===== config.mk =====
export PLATFORM = sky130hd
export DESIGN_NAME = sharpen_frame_ctrl_flat
export DESIGN_NICKNAME = d
export VERILOG_FILES = /design/src/rtl/sharpen_frame_ctrl_pkg.sv /design/src/rtl/sharpen_frame_ctrl_if.sv /design/src/rtl/sharpen_frame_ctrl_delay.sv /design/src/rtl/sharpen_frame_ctrl.sv /design/src/flat_wrapper.sv
export SDC_FILE = /design/constraint.sdc
export NUM_CORES = 1
export LEC_CHECK = 0
export BUFFER_PORTS_ARGS = -buffer_cell sky130_fd_sc_hd__buf_4
export CELL_PAD_IN_SITES_DETAIL_PLACEMENT = 1
export CELL_PAD_IN_SITES_GLOBAL_PLACEMENT = 2
export CORE_UTILIZATION = 50
export CTS_BUF_LIST = sky130_fd_sc_hd__clkbuf_4 sky130_fd_sc_hd__clkbuf_8
export CTS_CLUSTER_DIAMETER = 30
export DETAILED_ROUTE_END_ITERATION = 12
export PLACE_DENSITY = 0.85
export SLEW_MARGIN = 20
export SYNTH_ARGS = -nofsm -noshare
export SYNTH_HDL_FRONTEND = slang
export SYNTH_SLANG_ARGS = --single-unit

===== constraint.sdc =====
create_clock -name clk -period 5.45 [get_ports clk]
set_clock_uncertainty 0.05 [all_clocks]
set_input_delay 1.09 -clock clk [delete_from_list [all_inputs] [get_ports clk]]
set_output_delay 1.09 -clock clk [all_outputs]
set_load 0.1 [all_outputs]

===== src/rtl/sharpen_frame_ctrl_pkg.sv =====
// ---------------------------------------------------------------------------
// sharpen_frame_ctrl_pkg
// Shared types and constants for the Sobel sharpen frame controller.
//   CNT_W        : width of the pixel/line geometry counters
//   ERR_W        : width of the saturating violation counter
//   PIX_W        : luminance width
//   state_t      : frame-tracking FSM states
//   pix_t        : one stream beat {vsync, href, clken, gray}
//   cnt_sat_inc  : saturating increment for geometry counters
// ---------------------------------------------------------------------------
package sharpen_frame_ctrl_pkg;

    localparam int CNT_W = 11;
    localparam int ERR_W = 8;
    localparam int PIX_W = 8;

    localparam logic [CNT_W-1:0] DEF_HDISP        = 11'd640;
    localparam logic [CNT_W-1:0] DEF_VDISP        = 11'd480;
    localparam int               DEF_PROC_LATENCY = 20;

    typedef enum logic [1:0] {
        ST_IDLE       = 2'd0,
        ST_WAIT_FRAME = 2'd1,
        ST_ACTIVE     = 2'd2
    } state_t;

    typedef struct packed {
        logic             vsync;
        logic             href;
        logic             clken;
        logic [PIX_W-1:0] gray;
    } pix_t;

    function automatic logic [CNT_W-1:0] cnt_sat_inc(input logic [CNT_W-1:0] v);
        return (&v) ? v : v + 1'b1;
    endfunction

endpackage


===== src/rtl/sharpen_frame_ctrl_if.sv =====
// ---------------------------------------------------------------------------
// sharpen_frame_ctrl_if
// Video stream bundle (camera-style timing plus 8-bit luminance).
//   vsync : frame valid, high for the whole frame
//   href  : line valid, high for the active pixels of a line
//   clken : pixel strobe
//   gray  : luminance
// Modports: master drives the stream, slave receives it.
// ---------------------------------------------------------------------------
interface sharpen_frame_ctrl_if;
    import sharpen_frame_ctrl_pkg::*;

    logic             vsync;
    logic             href;
    logic             clken;
    logic [PIX_W-1:0] gray;

    modport master (output vsync, href, clken, gray);
    modport slave  (input  vsync, href, clken, gray);

endinterface


===== src/rtl/sharpen_frame_ctrl_delay.sv =====
// ---------------------------------------------------------------------------
// sync_delay_line
// Fixed-depth register pipeline, cleared to zero by reset.
//   clk    : pixel clock
//   rst_n  : asynchronous active-low reset
//   i_data : WIDTH-bit input
//   o_data : i_data delayed by DEPTH clock cycles (DEPTH >= 1)
// ---------------------------------------------------------------------------
module sync_delay_line #(
    parameter int WIDTH = 1,
    parameter int DEPTH = 1
) (
    input  logic             clk,
    input  logic             rst_n,
    input  logic [WIDTH-1:0] i_data,
    output logic [WIDTH-1:0] o_data
);

    logic [WIDTH-1:0] r_pipe [DEPTH];

    always_ff @(posedge clk or negedge rst_n) begin
        if (!rst_n) begin
            for (int i = 0; i < DEPTH; i++) begin
                r_pipe[i] <= '0;
            end
        end else begin
            r_pipe[0] <= i_data;
            for (int i = 1; i < DEPTH; i++) begin
                r_pipe[i] <= r_pipe[i-1];
            end
        end
    end

    assign o_data = r_pipe[DEPTH-1];

endmodule


===== src/rtl/sharpen_frame_ctrl.sv =====
// ---------------------------------------------------------------------------
// sharpen_frame_ctrl
// Frame-synchronous wrapper control for the Sobel sharpen datapath. Mode
// requests are latched asynchronously to the video and applied only at frame
// start; the output selects either the sharpened stream or a latency-matched
// copy of the raw stream, per frame. Input frame geometry is checked.
//   clk, rst_n     : pixel clock, asynchronous active-low reset
//   cfg_enable     : requested mode (1 = sharpen, 0 = bypass)
//   cfg_update     : one-cycle pulse capturing cfg_enable as pending request
//   cfg_ack        : one-cycle pulse when a pending request takes effect
//   per_img        : raw input stream (slave)
//   proc_img       : sharpen datapath output stream (slave)
//   post_img       : selected output stream (master), PROC_LATENCY+1 latency
//   active_enable  : mode of the frame currently entering
//   frame_err      : one-cycle pulse on the first geometry violation of a frame
//   err_count      : saturating count of frame_err pulses
// ---------------------------------------------------------------------------
module sharpen_frame_ctrl
    import sharpen_frame_ctrl_pkg::*;
#(
    parameter logic [CNT_W-1:0] IMG_HDISP    = DEF_HDISP,
    parameter logic [CNT_W-1:0] IMG_VDISP    = DEF_VDISP,
    parameter int               PROC_LATENCY = DEF_PROC_LATENCY
) (
    input  logic                 clk,
    input  logic                 rst_n,
    input  logic                 cfg_enable,
    input  logic                 cfg_update,
    output logic                 cfg_ack,
    sharpen_frame_ctrl_if.slave  per_img,
    sharpen_frame_ctrl_if.slave  proc_img,
    sharpen_frame_ctrl_if.master post_img,
    output logic                 active_enable,
    output logic                 frame_err,
    output logic [ERR_W-1:0]     err_count
);

    state_t           r_state, w_state_nxt;
    logic             r_vsync_d, r_href_d;
    logic             w_vsync_rise, w_vsync_fall, w_href_fall, w_frame_start;
    logic             r_pend_valid, r_pend_val;
    logic             w_pend_valid_eff, w_pend_val_eff;
    logic             r_active_enable, w_active_nxt, r_cfg_ack;
    logic [CNT_W-1:0] r_pix_cnt, r_line_cnt, w_line_nxt;
    logic             w_line_viol, w_frame_viol, w_violation;
    logic             r_err_seen, r_frame_err;
    logic [ERR_W-1:0] r_err_count;
    pix_t             w_byp_in, w_byp_out, w_proc_in, r_post;
    logic             w_mode_tap;

    assign w_vsync_rise  =  per_img.vsync & ~r_vsync_d;
    assign w_vsync_fall  = ~per_img.vsync &  r_vsync_d;
    assign w_href_fall   = ~per_img.href  &  r_href_d;
    assign w_frame_start = (r_state == ST_WAIT_FRAME) && w_vsync_rise;

    // An update landing on the frame-start cycle counts as already pending.
    assign w_pend_valid_eff = r_pend_valid | cfg_update;
    assign w_pend_val_eff   = cfg_update ? cfg_enable : r_pend_val;
    assign w_active_nxt     = (w_frame_start && w_pend_valid_eff) ? w_pend_val_eff
                                                                  : r_active_enable;

    always_ff @(posedge clk or negedge rst_n) begin
        if (!rst_n) begin
            r_state   <= ST_IDLE;
            r_vsync_d <= 1'b0;
            r_href_d  <= 1'b0;
        end else begin
            r_state   <= w_state_nxt;
            r_vsync_d <= per_img.vsync;
            r_href_d  <= per_img.href;
        end
    end

    // Line count used for the vsync check includes a line ending on the same cycle.
    always_comb begin
        w_state_nxt  = r_state;
        w_line_nxt   = r_line_cnt;
        w_line_viol  = 1'b0;
        w_frame_viol = 1'b0;
        case (r_state)
            ST_IDLE: begin
                if (!per_img.vsync) w_state_nxt = ST_WAIT_FRAME;
            end
            ST_WAIT_FRAME: begin
                if (w_vsync_rise) w_state_nxt = ST_ACTIVE;
            end
            ST_ACTIVE: begin
                if (w_href_fall) begin
                    w_line_nxt  = cnt_sat_inc(r_line_cnt);
                    w_line_viol = (r_pix_cnt != IMG_HDISP);
                end
                if (w_vsync_fall) begin
                    w_frame_viol = (w_line_nxt != IMG_VDISP);
                    w_state_nxt  = ST_WAIT_FRAME;
                end
            end
            default: w_state_nxt = ST_IDLE;
        endcase
    end

    always_ff @(posedge clk or negedge rst_n) begin
        if (!rst_n) begin
            r_pend_valid    <= 1'b0;
            r_pend_val      <= 1'b0;
            r_active_enable <= 1'b0;
            r_cfg_ack       <= 1'b0;
        end else begin
            r_active_enable <= w_active_nxt;
            r_cfg_ack       <= w_frame_start & w_pend_valid_eff;
            if (w_frame_start) begin
                r_pend_valid <= 1'b0;
            end else if (cfg_update) begin
                r_pend_valid <= 1'b1;
                r_pend_val   <= cfg_enable;
            end
        end
    end

    always_ff @(posedge clk or negedge rst_n) begin
        if (!rst_n) begin
            r_pix_cnt  <= '0;
            r_line_cnt <= '0;
        end else if (w_frame_start) begin
            r_pix_cnt  <= '0;
            r_line_cnt <= '0;
        end else if (r_state == ST_ACTIVE) begin
            r_pix_cnt  <= per_img.href ? cnt_sat_inc(r_pix_cnt) : '0;
            r_line_cnt <= w_line_nxt;
        end
    end

    assign w_violation = w_line_viol | w_frame_viol;

    // Only the first violation of a frame is reported.
    always_ff @(posedge clk or negedge rst_n) begin
        if (!rst_n) begin
            r_err_seen  <= 1'b0;
            r_frame_err <= 1'b0;
            r_err_count <= '0;
        end else begin
            r_frame_err <= 1'b0;
            if (w_frame_start) begin
                r_err_seen <= 1'b0;
            end else if (w_violation && !r_err_seen) begin
                r_err_seen  <= 1'b1;
                r_frame_err <= 1'b1;
                r_err_count <= (&r_err_count) ? r_err_count : r_err_count + 1'b1;
            end
        end
    end

    assign w_byp_in  = '{vsync: per_img.vsync, href: per_img.href,
                         clken: per_img.clken, gray: per_img.gray};
    assign w_proc_in = '{vsync: proc_img.vsync, href: proc_img.href,
                         clken: proc_img.clken, gray: proc_img.gray};

    sync_delay_line #(
        .WIDTH ($bits(pix_t)),
        .DEPTH (PROC_LATENCY)
    ) u_bypass_dly (
        .clk    (clk),
        .rst_n  (rst_n),
        .i_data (w_byp_in),
        .o_data (w_byp_out)
    );

    // The next-state mode is delayed so the tap flips on the very cycle the
    // frame's first vsync-high beat reaches the output mux.
    sync_delay_line #(
        .WIDTH (1),
        .DEPTH (PROC_LATENCY)
    ) u_mode_pipe (
        .clk    (clk),
        .rst_n  (rst_n),
        .i_data (w_active_nxt),
        .o_data (w_mode_tap)
    );

    always_ff @(posedge clk or negedge rst_n) begin
        if (!rst_n) begin
            r_post <= '0;
        end else begin
            r_post <= w_mode_tap ? w_proc_in : w_byp_out;
        end
    end

    assign post_img.vsync = r_post.vsync;
    assign post_img.href  = r_post.href;
    assign post_img.clken = r_post.clken;
    assign post_img.gray  = r_post.gray;

    assign cfg_ack       = r_cfg_ack;
    assign active_enable = r_active_enable;
    assign frame_err     = r_frame_err;
    assign err_count     = r_err_count;

endmodule

===== src/flat_wrapper.sv =====
// flat-port wrapper written by rule: the top's interface ports become plain ports
module sharpen_frame_ctrl_flat import sharpen_frame_ctrl_pkg::*;
#(
    parameter logic [CNT_W-1:0] IMG_HDISP    = DEF_HDISP,
    parameter logic [CNT_W-1:0] IMG_VDISP    = DEF_VDISP,
    parameter int               PROC_LATENCY = DEF_PROC_LATENCY
)
  (clk, rst_n, cfg_enable, cfg_update, cfg_ack, active_enable, frame_err, err_count, per_img_vsync, per_img_href, per_img_clken, per_img_gray, proc_img_vsync, proc_img_href, proc_img_clken, proc_img_gray, post_img_vsync, post_img_href, post_img_clken, post_img_gray);
  sharpen_frame_ctrl_if per_img_i ();
  sharpen_frame_ctrl_if proc_img_i ();
  sharpen_frame_ctrl_if post_img_i ();
  input  logic clk;
  input  logic rst_n;
  input  logic cfg_enable;
  input  logic cfg_update;
  output logic cfg_ack;
  output logic active_enable;
  output logic frame_err;
  output logic [ERR_W-1:0] err_count;
  input wire logic [$bits(per_img_i.vsync)-1:0] per_img_vsync;
  input wire logic [$bits(per_img_i.href)-1:0] per_img_href;
  input wire logic [$bits(per_img_i.clken)-1:0] per_img_clken;
  input wire logic [$bits(per_img_i.gray)-1:0] per_img_gray;
  input wire logic [$bits(proc_img_i.vsync)-1:0] proc_img_vsync;
  input wire logic [$bits(proc_img_i.href)-1:0] proc_img_href;
  input wire logic [$bits(proc_img_i.clken)-1:0] proc_img_clken;
  input wire logic [$bits(proc_img_i.gray)-1:0] proc_img_gray;
  output wire logic [$bits(post_img_i.vsync)-1:0] post_img_vsync;
  output wire logic [$bits(post_img_i.href)-1:0] post_img_href;
  output wire logic [$bits(post_img_i.clken)-1:0] post_img_clken;
  output wire logic [$bits(post_img_i.gray)-1:0] post_img_gray;
  assign per_img_i.vsync = per_img_vsync;
  assign per_img_i.href = per_img_href;
  assign per_img_i.clken = per_img_clken;
  assign per_img_i.gray = per_img_gray;
  assign proc_img_i.vsync = proc_img_vsync;
  assign proc_img_i.href = proc_img_href;
  assign proc_img_i.clken = proc_img_clken;
  assign proc_img_i.gray = proc_img_gray;
  assign post_img_vsync = post_img_i.vsync;
  assign post_img_href = post_img_i.href;
  assign post_img_clken = post_img_i.clken;
  assign post_img_gray = post_img_i.gray;
  sharpen_frame_ctrl #(.IMG_HDISP(IMG_HDISP), .IMG_VDISP(IMG_VDISP), .PROC_LATENCY(PROC_LATENCY)) u_core (.clk(clk), .rst_n(rst_n), .cfg_enable(cfg_enable), .cfg_update(cfg_update), .cfg_ack(cfg_ack), .per_img(per_img_i), .proc_img(proc_img_i), .post_img(post_img_i), .active_enable(active_enable), .frame_err(frame_err), .err_count(err_count));
endmodule

==> flow_metrics.tcl <==
set metrics [dict create \
    status "completed" \
    netlist_area_um2 8680 \
    vias 4367 \
    endpoint_kind "register" \
    synth_seq_cells 288 \
    clk_pin_slew_worst_paths_ns 0.06 \
    cts_max_path_buffers 3 \
    synthFlopType "dfrtp_1" \
    drtPass1Iterations 4 \
    die_area_um2 17900 \
    start_util_pct 51.8 \
    grt_max_degree 146 \
    initialDrtViolationCount 239 \
    fmax_ghz 0.310 \
    maxSlewHeadroom_pct 27.8 \
    drt_wl_total_um 15100 \
    setup_slack_ns 2.23 \
    tritoncts "yes" \
    post_cts_buffers 0 \
    ant_nets 0 \
    cts_root_buffer "clkbuf_8" \
    final_nets 631 \
    routabilityCongestion 0.774 \
    p_per_area_nw_per_um2 461 \
    ys_seq_area_share_pct 83.1 \
    areaGrowthSynthToFinish_pct 18.9 \
    crit_family "compound AO/OA/AOI/OAI gates" \
    leakage_uw 0.00467 \
    clock_latency_ns 0.54 \
    avgSynthCellArea_um2 17.0 \
    worst_slew_pin_slew_ns 1.07 \
    drc_errors 0 \
    h-tree-depth 2 \
    port_buffers 47 \
    post_drt_wl_per_cell_um 17.8 \
    fin_tns_setup_ns 0 \
    ys_types 54 \
    synthesis.nets 541 \
    ys.warnings.count 0 \
    routed.top_layer "met4" \
    met2_wirelength_um 7530 \
    hpwl_um 9300 \
    rsz0062_at_grt "false" \
    hold_viol_final 0 \
    grt_pass1_wl_um 26200 \
    rows 47 \
    route.met3.wl_um 637 \
    synth-edff-count 0 \
    postPlaceCellArea_um2 9300 \
    power_uw 4760 \
    synthCells 511 \
    crit_path_cell_trace "buf_4 -> nor2b_1 -> o31ai_1 -> a2111oi_2 -> inv_1 -> a2111oi_0 -> xor2_1" \
    cts_buffers 45 \
    drive_above_1_share_pct 24.5 \
    pre_cts_slack_ns 1.74 \
    synth-async-reset-ratio_pct 100 \
    die_y_um 134 \
    critPathKind "in -> reg" \
    clock_sinks 288 \
    synth_area_leaders "dfrtp_1, mux2_2, xor2_1" \
    ios 48 \
    crit_path_max_incr_delay_ns 0.61 \
    via_per_inst 5.12 \
    antenna_cells 0 \
    worst-path-max-fanout 12 \
    wl_met1_um 6540 \
    maxCapViolCount 0 \
    cp-start-kind "input port" \
    utilization_pct 61.6 \
    cp.required_ns 5.78 \
    grt_pass1_vias 5114 \
    grt_overflow 0 \
    die_w_um 134 \
    worstHoldPathType "reg -> reg" \
    slew_violations 0 \
    period_needed_ns 3.22 \
    crit_path_top_delay_cell "a2111oi_0" \
    peakVddDrop_mv 0.258 \
    critPathArrivalTime_ns 3.55 \
    antenna_found_initial 0 \
    cts_resized 0 \
    stdcell_area_um2 10300 \
    yosysTopAreaCell "dfrtp_1" \
    core-area_um2 16800 \
    cp_num_buf_inv 2 \
    min_period_over_period_pct 59.1 \
    finalSetupViolCount 0 \
    final_cell_mix "dfrtp_1, clkbuf_8, buf_4" \
    hold_buffers 0 \
    final_common_cell "dfrtp_1" \
    grt_usage_pct 19.0 \
    synth_top_area_share_pct 83.1 \
]
==> registers in the layout, indices dropped and copies added (netlist names), 2 cells and up <==
signal / cells
u_core.err_count: 8
u_core.r_pix_cnt: 11
u_core.u_bypass_dly.o_data: 11
u_core.r_line_cnt: 11
u_core.u_mode_pipe.r_pipe: 18
u_core.post_img.gray: 8
u_core.u_bypass_dly.r_pipe: 208
u_core.r_state: 2
==> Yosys cell counts, types with 2 or more instances <==
cell type and number:
ha_1 4, a31oi_1 3, o21ai_0 18, nand4bb_1 2
a22oi_1 2, a2111oi_0 2, buf_2 4, nor3_1 3
inv_1 6, and2_1 6, mux2i_1 2, nand2_1 22
a211oi_1 2, or4b_1 2, a22o_1 3, xor2_1 12
clkbuf_1 4, mux2_2 12, and3_1 4, nor2_1 23
nand4_1 9, dfrtp_1 288, nor4_1 2, nand3_1 18
and4_1 4, o31ai_1 7, a21oi_1 13, nand2b_1 5
or3_1 3, o22ai_1 2
==> metal layers <==
layer,vias to the layer above,track usage [%]
li1,1937,-
met1,2291,25.9
met2,100,30.1
met3,39,4.07
met4,0,7.64
met5,-,0
==> per-stage QoR <==
| stage | std cells | hold WS (ns) |
|---|---|---|
| final | 853 | 0.283 |
| after global placement | 773 | 0.281 |
| after CTS | 852 | 0.290 |
| after global routing | 853 | 0.301 |
| after floorplan | 511 | 0.281 |
| after detailed placement | 773 | 0.286 |
==> final timing paths <==
path                       depth (start not counted)                              end  slack [ns]                            start
max reg2reg                                        7              u_core.err_count[7]        2.45             u_core.r_line_cnt[0]
min in group asynchronous                          1          u_core.post_img.gray[4]        0.48                            rst_n
min                                                0  u_core.u_bypass_dly.r_pipe[199]        0.28  u_core.u_bypass_dly.r_pipe[210]
min reg2reg                                        0  u_core.u_bypass_dly.r_pipe[199]        0.28  u_core.u_bypass_dly.r_pipe[210]
max in group asynchronous                          3   u_core.u_bypass_dly.r_pipe[29]        3.57                            rst_n
max                                                7              u_core.err_count[7]        2.23                     per_img_href
==> worst reg2reg max path: cells and delay by family, from the launching register on <==
kind | cells | cell delay, ns
adder cells (fa/ha/maj) | 1 | 0.34
AO/OA/AOI/OAI | 4 | 1.31
flip-flops | 1 | 0.45
XOR/XNOR | 1 | 0.19
AND/OR/NAND/NOR | 1 | 0.49
==> area by class of cell <==
class	count	area, um2
inverters	6	22.5
clock buffers	69	856
clock inverters	10	136
fillers	1527	6440
multi-input cells	207	1400
well taps	220	275
repair buffers	53	425
flip-flops and latches	288	7210
==> kinds of logic after synthesis <==
| group | Yosys count | synth area share, % |
|---|---|---|
| buf+inv | 16 | 0.836 |
| xor+xnor | 13 | 1.31 |
| fa+ha+maj | 4 | 0.577 |
| mux | 15 | 1.96 |
| compound gates | 65 | 5.38 |
| flops | 288 | 83.1 |
| simple gates | 110 | 6.88 |
==> power by group <==
| group | internal (uW) | switching, uW | leakage (uW) |
|---|---|---|---|
| combinational | 105 | 329 | 0.000745 |
| clock | 1140 | 780 | 0.000516 |
| sequential | 2310 | 86.5 | 0.00341 |
Power figures use the tool's default switching activity.
